--- src/rtl/simplez_pkg.sv ---
// Simplez shared encodings: opcodes, controller states, ALU operations
// and the microorder bundle passed from the decoder to the controller.
package simplez_pkg;

    localparam logic [2:0] ST   = 3'd0;
    localparam logic [2:0] LD   = 3'd1;
    localparam logic [2:0] ADD  = 3'd2;
    localparam logic [2:0] BR   = 3'd3;
    localparam logic [2:0] BZ   = 3'd4;
    localparam logic [2:0] CLR  = 3'd5;
    localparam logic [2:0] DEC  = 3'd6;
    localparam logic [2:0] HALT = 3'd7;

    typedef enum logic [2:0] {
        INI  = 3'd0,
        I0   = 3'd1,
        I1   = 3'd2,
        O0   = 3'd3,
        O1   = 3'd4,
        HLT  = 3'd5,
        IDLE = 3'd6
    } state_e;

    localparam logic [1:0] ALU_PASS = 2'b00;
    localparam logic [1:0] ALU_ADD  = 2'b01;
    localparam logic [1:0] ALU_DEC  = 2'b10;
    localparam logic [1:0] ALU_ZERO = 2'b11;

    typedef struct packed {
        logic       lec;
        logic       esc;
        logic       era;
        logic       eri;
        logic       eac;
        logic       sri;
        logic       scp;
        logic       sac;
        logic       incp;
        logic       ecp;
        logic       ccp;
        logic [1:0] alu_op;
    } uorders_t;

    localparam uorders_t UO_NONE = '0;

endpackage

--- src/rtl/simplez_udecode.sv ---
// Simplez microorder decoder: purely combinational map from
// (state, opcode, ac_zero, mem_rdy) to the datapath microorders.
module simplez_udecode
    import simplez_pkg::*;
(
    input  state_e      state,
    input  logic [2:0]  co,
    input  logic        ac_zero,
    input  logic        mem_rdy,
    output uorders_t    uo
);

    always_comb begin
        uo = UO_NONE;
        case (state)
            INI: uo.ccp = 1'b1;
            I0: begin
                uo.lec  = 1'b1;
                uo.eri  = mem_rdy;
                uo.incp = mem_rdy;
            end
            I1: begin
                case (co)
                    ST, LD, ADD: begin
                        uo.sri = 1'b1;
                        uo.era = 1'b1;
                    end
                    BR: begin
                        uo.sri = 1'b1;
                        uo.ecp = 1'b1;
                        uo.era = 1'b1;
                    end
                    BZ: begin
                        uo.sri = ac_zero;
                        uo.ecp = ac_zero;
                        uo.scp = ~ac_zero;
                        uo.era = 1'b1;
                    end
                    CLR: begin
                        uo.eac    = 1'b1;
                        uo.alu_op = ALU_ZERO;
                        uo.scp    = 1'b1;
                        uo.era    = 1'b1;
                    end
                    DEC: begin
                        uo.eac    = 1'b1;
                        uo.alu_op = ALU_DEC;
                        uo.scp    = 1'b1;
                        uo.era    = 1'b1;
                    end
                    default: uo = UO_NONE;
                endcase
            end
            O0: begin
                // AC loads only on the cycle the memory completes
                case (co)
                    ST: begin
                        uo.sac = 1'b1;
                        uo.esc = 1'b1;
                    end
                    LD: begin
                        uo.lec    = 1'b1;
                        uo.eac    = mem_rdy;
                        uo.alu_op = ALU_PASS;
                    end
                    ADD: begin
                        uo.lec    = 1'b1;
                        uo.eac    = mem_rdy;
                        uo.alu_op = mem_rdy ? ALU_ADD : ALU_PASS;
                    end
                    default: uo = UO_NONE;
                endcase
            end
            O1: begin
                uo.scp = 1'b1;
                uo.era = 1'b1;
            end
            default: uo = UO_NONE;
        endcase
    end

endmodule

--- src/rtl/simplez_ctrl.sv ---
// Simplez control unit: state register, END/run/step sequencing, reset gating.
// Optional single-step input enabled by defining SIMPLEZ_STEP_EN.
module simplez_ctrl
    import simplez_pkg::*;
(
    input  logic        clk,
    input  logic        rstn,
`ifdef SIMPLEZ_STEP_EN
    input  logic        step,
`endif
    input  logic [2:0]  co,
    input  logic        ac_zero,
    input  logic        mem_rdy,
    input  logic        run,
    output logic        lec,
    output logic        esc,
    output logic        era,
    output logic        eri,
    output logic        eac,
    output logic        sri,
    output logic        scp,
    output logic        sac,
    output logic        incp,
    output logic        ecp,
    output logic        ccp,
    output logic [1:0]  alu_op,
    output logic        stop,
    output logic        boundary,
    output logic [2:0]  state_dbg
);

    state_e   state_q;
    state_e   state_d;
    uorders_t uo;
    logic     last;
    logic     go;

    simplez_udecode u_udecode (
        .state   (state_q),
        .co      (co),
        .ac_zero (ac_zero),
        .mem_rdy (mem_rdy),
        .uo      (uo)
    );

`ifdef SIMPLEZ_STEP_EN
    // arm_q remembers step was low last cycle, so a held step fires once
    logic arm_q;
    logic arm_d;
    logic step_req;

    always_comb begin
        arm_d    = ~step;
        step_req = (state_q == IDLE) & step & arm_q;
        go       = run | step_req;
    end

    always_ff @(negedge clk) begin
        if (!rstn) arm_q <= 1'b0;
        else       arm_q <= arm_d;
    end
`else
    assign go = run;
`endif

    always_comb begin
        state_d = I0;
        last    = 1'b0;
        case (state_q)
            INI:  state_d = I0;
            I0:   state_d = mem_rdy ? I1 : I0;
            I1: begin
                case (co)
                    ST, LD, ADD: state_d = O0;
                    HALT:        state_d = HLT;
                    default:     last    = 1'b1;
                endcase
            end
            O0:   state_d = mem_rdy ? O1 : O0;
            O1:   last    = 1'b1;
            HLT:  state_d = HLT;
            IDLE: state_d = go ? I0 : IDLE;
            default: state_d = I0;
        endcase
        if (last) state_d = run ? I0 : IDLE;
    end

    always_ff @(negedge clk) begin
        if (!rstn) state_q <= INI;
        else       state_q <= state_d;
    end

    assign lec       = rstn & uo.lec;
    assign esc       = rstn & uo.esc;
    assign era       = rstn & uo.era;
    assign eri       = rstn & uo.eri;
    assign eac       = rstn & uo.eac;
    assign sri       = rstn & uo.sri;
    assign scp       = rstn & uo.scp;
    assign sac       = rstn & uo.sac;
    assign incp      = rstn & uo.incp;
    assign ecp       = rstn & uo.ecp;
    assign ccp       = rstn & uo.ccp;
    assign alu_op    = rstn ? uo.alu_op : 2'b00;
    assign stop      = rstn & (state_q == HLT);
    assign boundary  = rstn & last;
    assign state_dbg = rstn ? state_q : INI;

endmodule

--- config.mk ---
export PLATFORM = sky130hd
export DESIGN_NAME = simplez_ctrl
export DESIGN_NICKNAME = d
export VERILOG_FILES = /design/src/rtl/simplez_pkg.sv /design/src/rtl/simplez_udecode.sv /design/src/rtl/simplez_ctrl.sv
export SDC_FILE = /design/constraint.sdc
export NUM_CORES = 1
export LEC_CHECK = 0
export CORE_MARGIN = 2
export CORE_UTILIZATION = 38
export DETAILED_ROUTE_END_ITERATION = 8
export PLACE_DENSITY = 0.84
export SETUP_SLACK_MARGIN = 0.4
export SLEW_MARGIN = 40
export SYNTH_ARGS = -nofsm -noshare
export SYNTH_HDL_FRONTEND = slang
export SYNTH_SLANG_ARGS = --single-unit
--- constraint.sdc ---
create_clock -name clk -period 1.7 [get_ports clk]
set_input_delay 0.425 -clock clk [delete_from_list [all_inputs] [get_ports clk]]
set_output_delay 0.425 -clock clk [all_outputs]
set_load 0.02 [all_outputs]
==> reports/results.md, run 1 <==
| Stage | Quantity | This run |
| --- | --- | --- |
| placement | HPWL Detailed | 1340 um |
| floorplan | Die Y-Extent | 40.6 um |
| run status | Stop Error | [ERROR DPL-0038] Utilization greater than 100%, impossible to legalize |
| run status | Terminating stage of the flow | 4_1_cts |
| floorplan | Number of placement rows | 13 |
| placement | Port buffer count | 25 |
| cts | Clock root buffer master | clkbuf_4 |
| synth | Avg Synthesized Cell Area | 7.15 sq um |
| synth | Synth warnings | 0 |
| cts | Cts bufs inserted | 3 |
| cts | H-tree levels | 1 |
| synth | Part of the Yosys area used for sequential elements | 11.8% |
| synth | Compound-gate portion of the synthesized area | 19.0% |
| synth | Cell Area, Synth | 508 sq um |
| placement | Cell Count Post-Placement | 128 |
| cts | Number of sinks handled by clock tree synthesis | 3 |
| synth | Multiplexer share of the synthesized area | 0% |
| floorplan | Top-Level Pins | 26 |
| synth | Dominant combinational cell family by area after synthesis | simple AND/OR/NAND/NOR gates |
| placement | Weighted congestion at the end of routability-driven global placement | 0.879 |
| floorplan | Horizontal die dimension | 40.6 um |
| cts | Post-cts resize count | 155 |
| synth | Simple-Gate Fraction of Synth Area | 47.3% |
| synth | Post-synthesis net count | 79 |
| placement | Instance area after placement | 1000 sq um |
| run status | Result of the run | did not finish |
| cts | Post-CTS repair timing setup buffer count | 15 |
| synth | Cell count after synthesis | 71 |
| cts | Post-cts hold buffer count | 0 |
| synth | Post-synthesis cell type count | 34 |
| floorplan | Starting density of the core | 40.0% |
| synth | Post-synthesis register bit count | 3 |
| cts | Buffer levels on the longest clock path | 2 |
| synth | XOR/XNOR share of the synthesized area | 6.65% |
| synth | Adder-Cell Fraction of Synth Area | 0% |
==> kinds of logic after synthesis <==
| logic type | Yosys count |
|---|---|
| AOI/OAI and AO/OA | 14 |
| xor gates and xnor gates | 3 |
| buffers and inverters | 12 |
| DFF | 3 |
| and+or+nand+nor | 39 |
==> cell usage after synthesis <==
cell | count | area share, %
a31oi_2 | 1 | 2.5
inv_1 | 4 | 3.0
nand2_1 | 6 | 4.4
and3_1 | 2 | 2.5
xor2_1 | 1 | 1.7
and2_1 | 2 | 2.5
nor2_2 | 1 | 1.2
nor3_2 | 1 | 2.0
buf_2 | 2 | 2.0
nand4b_1 | 1 | 1.7
xnor2_2 | 1 | 3.2
xnor2_1 | 1 | 1.7
a22oi_1 | 1 | 1.5
nand2b_1 | 2 | 2.5
nand3_1 | 1 | 0.98
nor3b_1 | 1 | 1.5
nor3_1 | 3 | 3.0
nand4_1 | 1 | 1.2
and4bb_1 | 1 | 2.5
nand2_4 | 1 | 2.2
a21oi_1 | 7 | 6.9
nor4_2 | 1 | 2.5
nand3b_1 | 1 | 1.5
nor4b_1 | 1 | 1.7
nor2_1 | 8 | 5.9
nor2b_1 | 3 | 3.7
a31oi_1 | 2 | 2.5
dfxtp_1 | 3 | 12
buf_6 | 2 | 4.4
a41oi_2 | 1 | 3.2
o21ai_0 | 1 | 0.98
buf_4 | 4 | 5.9
o21a_1 | 1 | 1.5
and2b_4 | 2 | 3.9
==> metrics by stage <==
| stage | hold WS (ps) | util [%] | setup WS, ps |
|---|---|---|---|
| 3_5_place_dp | 714 | 78.9 | -1190 |
| 2_1_floorplan | 572 | - | -752 |
| 3_3_place_gp | 711 | 78.9 | -1140 |
==> run 2: changes to the inputs <==
--- a/config.mk
+++ b/config.mk
@@ -5,11 +5,10 @@
 export SDC_FILE = /design/constraint.sdc
 export NUM_CORES = 1
 export LEC_CHECK = 0
-export CORE_MARGIN = 2
-export CORE_UTILIZATION = 38
+export CORE_AREA = 2 2 63 65
 export DETAILED_ROUTE_END_ITERATION = 8
-export PLACE_DENSITY = 0.84
-export SETUP_SLACK_MARGIN = 0.4
+export DIE_AREA = 0 0 65 67
+export PLACE_DENSITY_LB_ADDON = 0.15
 export SLEW_MARGIN = 40
 export SYNTH_ARGS = -nofsm -noshare
 export SYNTH_HDL_FRONTEND = slang
==> reports/results.md, run 2 <==
| Stage | Quantity | This run | Change |
| --- | --- | --- | --- |
| synth | Main area contributors after synthesis | dfxtp_1, a21oi_1, buf_4 | unchanged |
| routing | Number of design rule violations left after detail routing | 0 |  |
| sta | Total count of hold-check failures in the final report | 0 |  |
| sta | Min setup slack post-route | -983 ps |  |
| floorplan | DIE AREA | 4360 sq um |  |
| setup path | Setup crit end | sri |  |
| cells and area | Final core area utilization | 38.0% |  |
| job | Number of violations of the max-capacitance limit | 0 |  |
| synth | Number of synthesized flops with an enable pin | 0 | unchanged |
| setup path | Launching point of the worst reg2reg path | state_q[2]$_SDFF_NN0_ |  |
| cts | Clock root buffer master | clkbuf_8 | was clkbuf_4 |
| setup path | Worst Reg2Reg Path Length in Cells | 5 |  |
| setup path | Ordered list of cells on the worst path | and2b_4 -> nand3b_1 -> buf_6 -> a21oi_4 -> buf_6 |  |
| sta | Layout Skew | 7.14 ps |  |
| cells and area | Leading cell type in the layout, fill and taps excluded | buf_4 |  |
| sta | Max-Slew Margin vs Limit | 76.7% |  |
| synth | Cell taking the most area after synthesis | dfxtp_1 | unchanged |
| setup path | CP Data Arrival Time | 2260 ps |  |
| setup path | Class of the most critical setup path | reg2out |  |
| routing | Router iterations before antenna repair | 4 |  |
| cells and area | Count of non-filler cells in the finished layout | 182 |  |
| floorplan | Core Region | 3610 sq um |  |
| routing | Total vias in the final route | 719 |  |
| cts | CTS tree | built |  |
| sta | Setup repair after global routing missed its margin | yes |  |
| grt | Number of global-route vias before repair | 760 |  |
| placement | Cell Count Post-Placement | 163 | was 128 |
| routing | Ratio of routed vias to standard cells | 3.95 |  |
| synth | Most instantiated cells after synthesis | nor2_1, a21oi_1, nand2_1 | unchanged |
| placement | Weighted congestion at the end of routability-driven global placement | 0.780 | was 0.879 |
| synth | Most numerous cell in the Yosys netlist | nor2_1 | unchanged |
| setup path | Cell with the most instances on the worst path | buf_6 |  |
| setup path | Critical-path top delay cell | dfxtp_2 |  |
| setup path | CP Capture Type | primary output |  |
| synth | Avg Synthesized Cell Area | 7.15 sq um | unchanged |
| routing | Final Routed Wirelength | 1990 um |  |
| setup path | Required time at the worst-slack endpoint | 1270 ps |  |
| cells and area | Regs by FF count | state_q: 3 flops |  |
| cts | Clk pin slew, worst setup/hold paths | 40 ps |  |
| synth | Cell count after synthesis | 71 | unchanged |
| synth | Post-synthesis net count | 79 | unchanged |
| setup path | Worst stage delay on the critical path | 320 ps |  |
| placement | Port buffer count | 25 | unchanged |
| setup path | Register-to-register path setup slack | 480 ps |  |
| floorplan | Top-Level Pins | 26 | unchanged |
| power | Power density relative to cell area | 471 nW/um^2 |  |
| grt | Total global routing overflow | 0 |  |
| grt | Pin count of the biggest net entering global routing | 13 |  |
| sta | Setup-violating endpoint count in the final report | 21 |  |
| grt | Number of antenna violations at the first check in global routing | 0 |  |
| cells and area | Diodes inserted | 0 |  |
| hold path | Hold Path Origin | state_q[0]$_SDFF_NN0_ |  |
| routing | Routed wire per std cell | 10.9 um |  |
| cells and area | Area overhead of the layout relative to synthesis | 170% |  |
| cells and area | Fin nets | 143 |  |
| power | Standby leakage power | 0.601 nW |  |
| floorplan | Horizontal die dimension | 65 um | was 40.6 um |
| synth | Share of synthesized registers carrying an async set or reset | 0% | unchanged |
| synth | Post-synthesis cell type count | 34 | unchanged |
| synth | Post-synthesis register bit count | 3 | unchanged |
| synth | Part of the Yosys area used for sequential elements | 11.8% | unchanged |
| cells and area | Register ranked first by flip-flop count | state_q |  |
| cts | H-tree levels | 1 | unchanged |
| run status | Result of the run | finished, violations left | was did not finish |
| cells and area | Share of final-layout standard cells stronger than drive strength 1 | 78.4% |  |
| floorplan | Number of placement rows | 22 | was 13 |
| run status | Violated checks | negative setup slack |  |
| setup path | Destination of the worst register-to-register timing path | state_q[1]$_SDFF_NN0_ |  |
| floorplan | Die Y-Extent | 67 um | was 40.6 um |
| cells and area | Largest register FFs | 3 |  |
| synth | Area share of the largest cell type after synthesis | 11.8% | unchanged |
| cts | Number of sinks handled by clock tree synthesis | 3 | unchanged |
| cts | Buffer levels on the longest clock path | 2 | unchanged |
| placement | HPWL Detailed | 1400 um | was 1340 um |
| setup path | Highest net fanout along the worst path | 4 |  |
| floorplan | Starting density of the core | 14.1% | was 40.0% |
| hold path | Path class of the lowest-slack min-delay path | reg2reg |  |
| synth | Synth warnings | 0 | unchanged |
| synth | Cell Area, Synth | 508 sq um | unchanged |
| cts | Cts bufs inserted | 3 | unchanged |
| sta | Worst Max-Slew Pin Slew | 347 ps |  |
| routing | Iteration-0 DRC Markers | 13 |  |
| cts | Clock latency on the worst-skew pair | 290 ps |  |
| placement | DP Worst Slack | -1170 ps | was -1190 ps |
| grt | Total global routing track utilization | 9.93% |  |
| grt | Wire length of the first global-routing pass | 3280 um |  |
| sta | Final Slew Violations | 0 |  |
| setup path | CP Launch Type | flop |  |
| setup path | Launching instance or port of the critical path | state_q[2]$_SDFF_NN0_ |  |
| power | Peak supply drop | 0.169 mV |  |
| synth | Primary flip-flop cell chosen by synthesis mapping | dfxtp_1 | unchanged |
| routing | Antenna violation net count after detailed routing | 0 |  |
| cells and area | Most frequent cells in the layout | buf_4, buf_6, inv_1 |  |
==> run 2: cell counts after synthesis <==
No cell type changed its count.
==> run 2: power breakdown <==
group	switching [mW]	internal (mW)	total [mW]
Combinational	0.146	0.181	0.326
Clock	0.0681	0.164	0.232
Sequential	0.00878	0.0772	0.0860
Total	0.223	0.422	0.645
==> run 2: per-layer routing <==
| layer | GRT usage [%] | vias to the layer above | wire length, um |
|---|---|---|---|
| li1 | - | 369 | - |
| met2 | 16.0 | 20 | 994 |
| met4 | 7.71 | 0 | 54 |
| met5 | 0 | - | 0 |
| met1 | 11.7 | 324 | 854 |
| met3 | 1.69 | 6 | 88 |
==> run 2: kinds of logic after synthesis <==
family                 Yosys count  synth area share (%)
XOR/XNOR                         3                  6.65
flip-flops                       3                  11.8
buffers and inverters           12                  15.3
AO/OA/AOI/OAI                   14                  19.0
AND/OR/NAND/NOR                 39                  47.3
==> run 2: worst max-delay path, delay by kind of cell, from the launching register on <==
family | cells | cell delay, ps
simple gates | 2 | 400
buf+inv | 2 | 290
compound gates | 1 | 100
flops | 1 | 320
==> run 2: metrics by stage <==
step | instance area (sq um) | setup TNS [ps] | hold WS, ps | power, mW
finish | 1370 | -15870 | 588 | 0.645
global route | 1370 | -17070 | 626 | 0.696
CTS | 1300 | -15610 | 601 | 0.629
detailed placement | 1060 | -21610 | 592 | 0.346
global placement | 1060 | -21670 | 591 | 0.347
floorplan | 632 | -9980 | 572 | 0.238
==> run 2: how the worst min path moves through the flow <==
stage                            end  slack, ps  depth (start not counted)
5_1_grt        state_q[2]$_SDFF_NN0_        630                          2
3_5_place_dp   state_q[2]$_SDFF_NN0_        590                          2
6_report       state_q[2]$_SDFF_NN0_        590                          2
3_3_place_gp   state_q[2]$_SDFF_NN0_        590                          2
4_1_cts        state_q[2]$_SDFF_NN0_        600                          2
2_1_floorplan  state_q[2]$_SDFF_NN0_        570                          2
==> run 2: cell type report <==
cell class,instances,area (sq um)
multi-input combinational,56,571
timing repair buffer,65,598
clock buffer,3,41.3
clock inverter,4,15.0
tap,48,60.1
fill,388,2240
sequential,3,68.8
inverter,3,16.3
==> run 2: timing repair <==
| item | in CTS | in global routing |
|---|---|---|
| setup buffers | 12 | 2 |
| gates resized for setup | 152 | 12 |
| pin swaps | 17 | 8 |
| hold buffers | 0 | 0 |
| endpoints found under the setup margin | 21 | 21 |
Power figures use the tool's default switching activity.
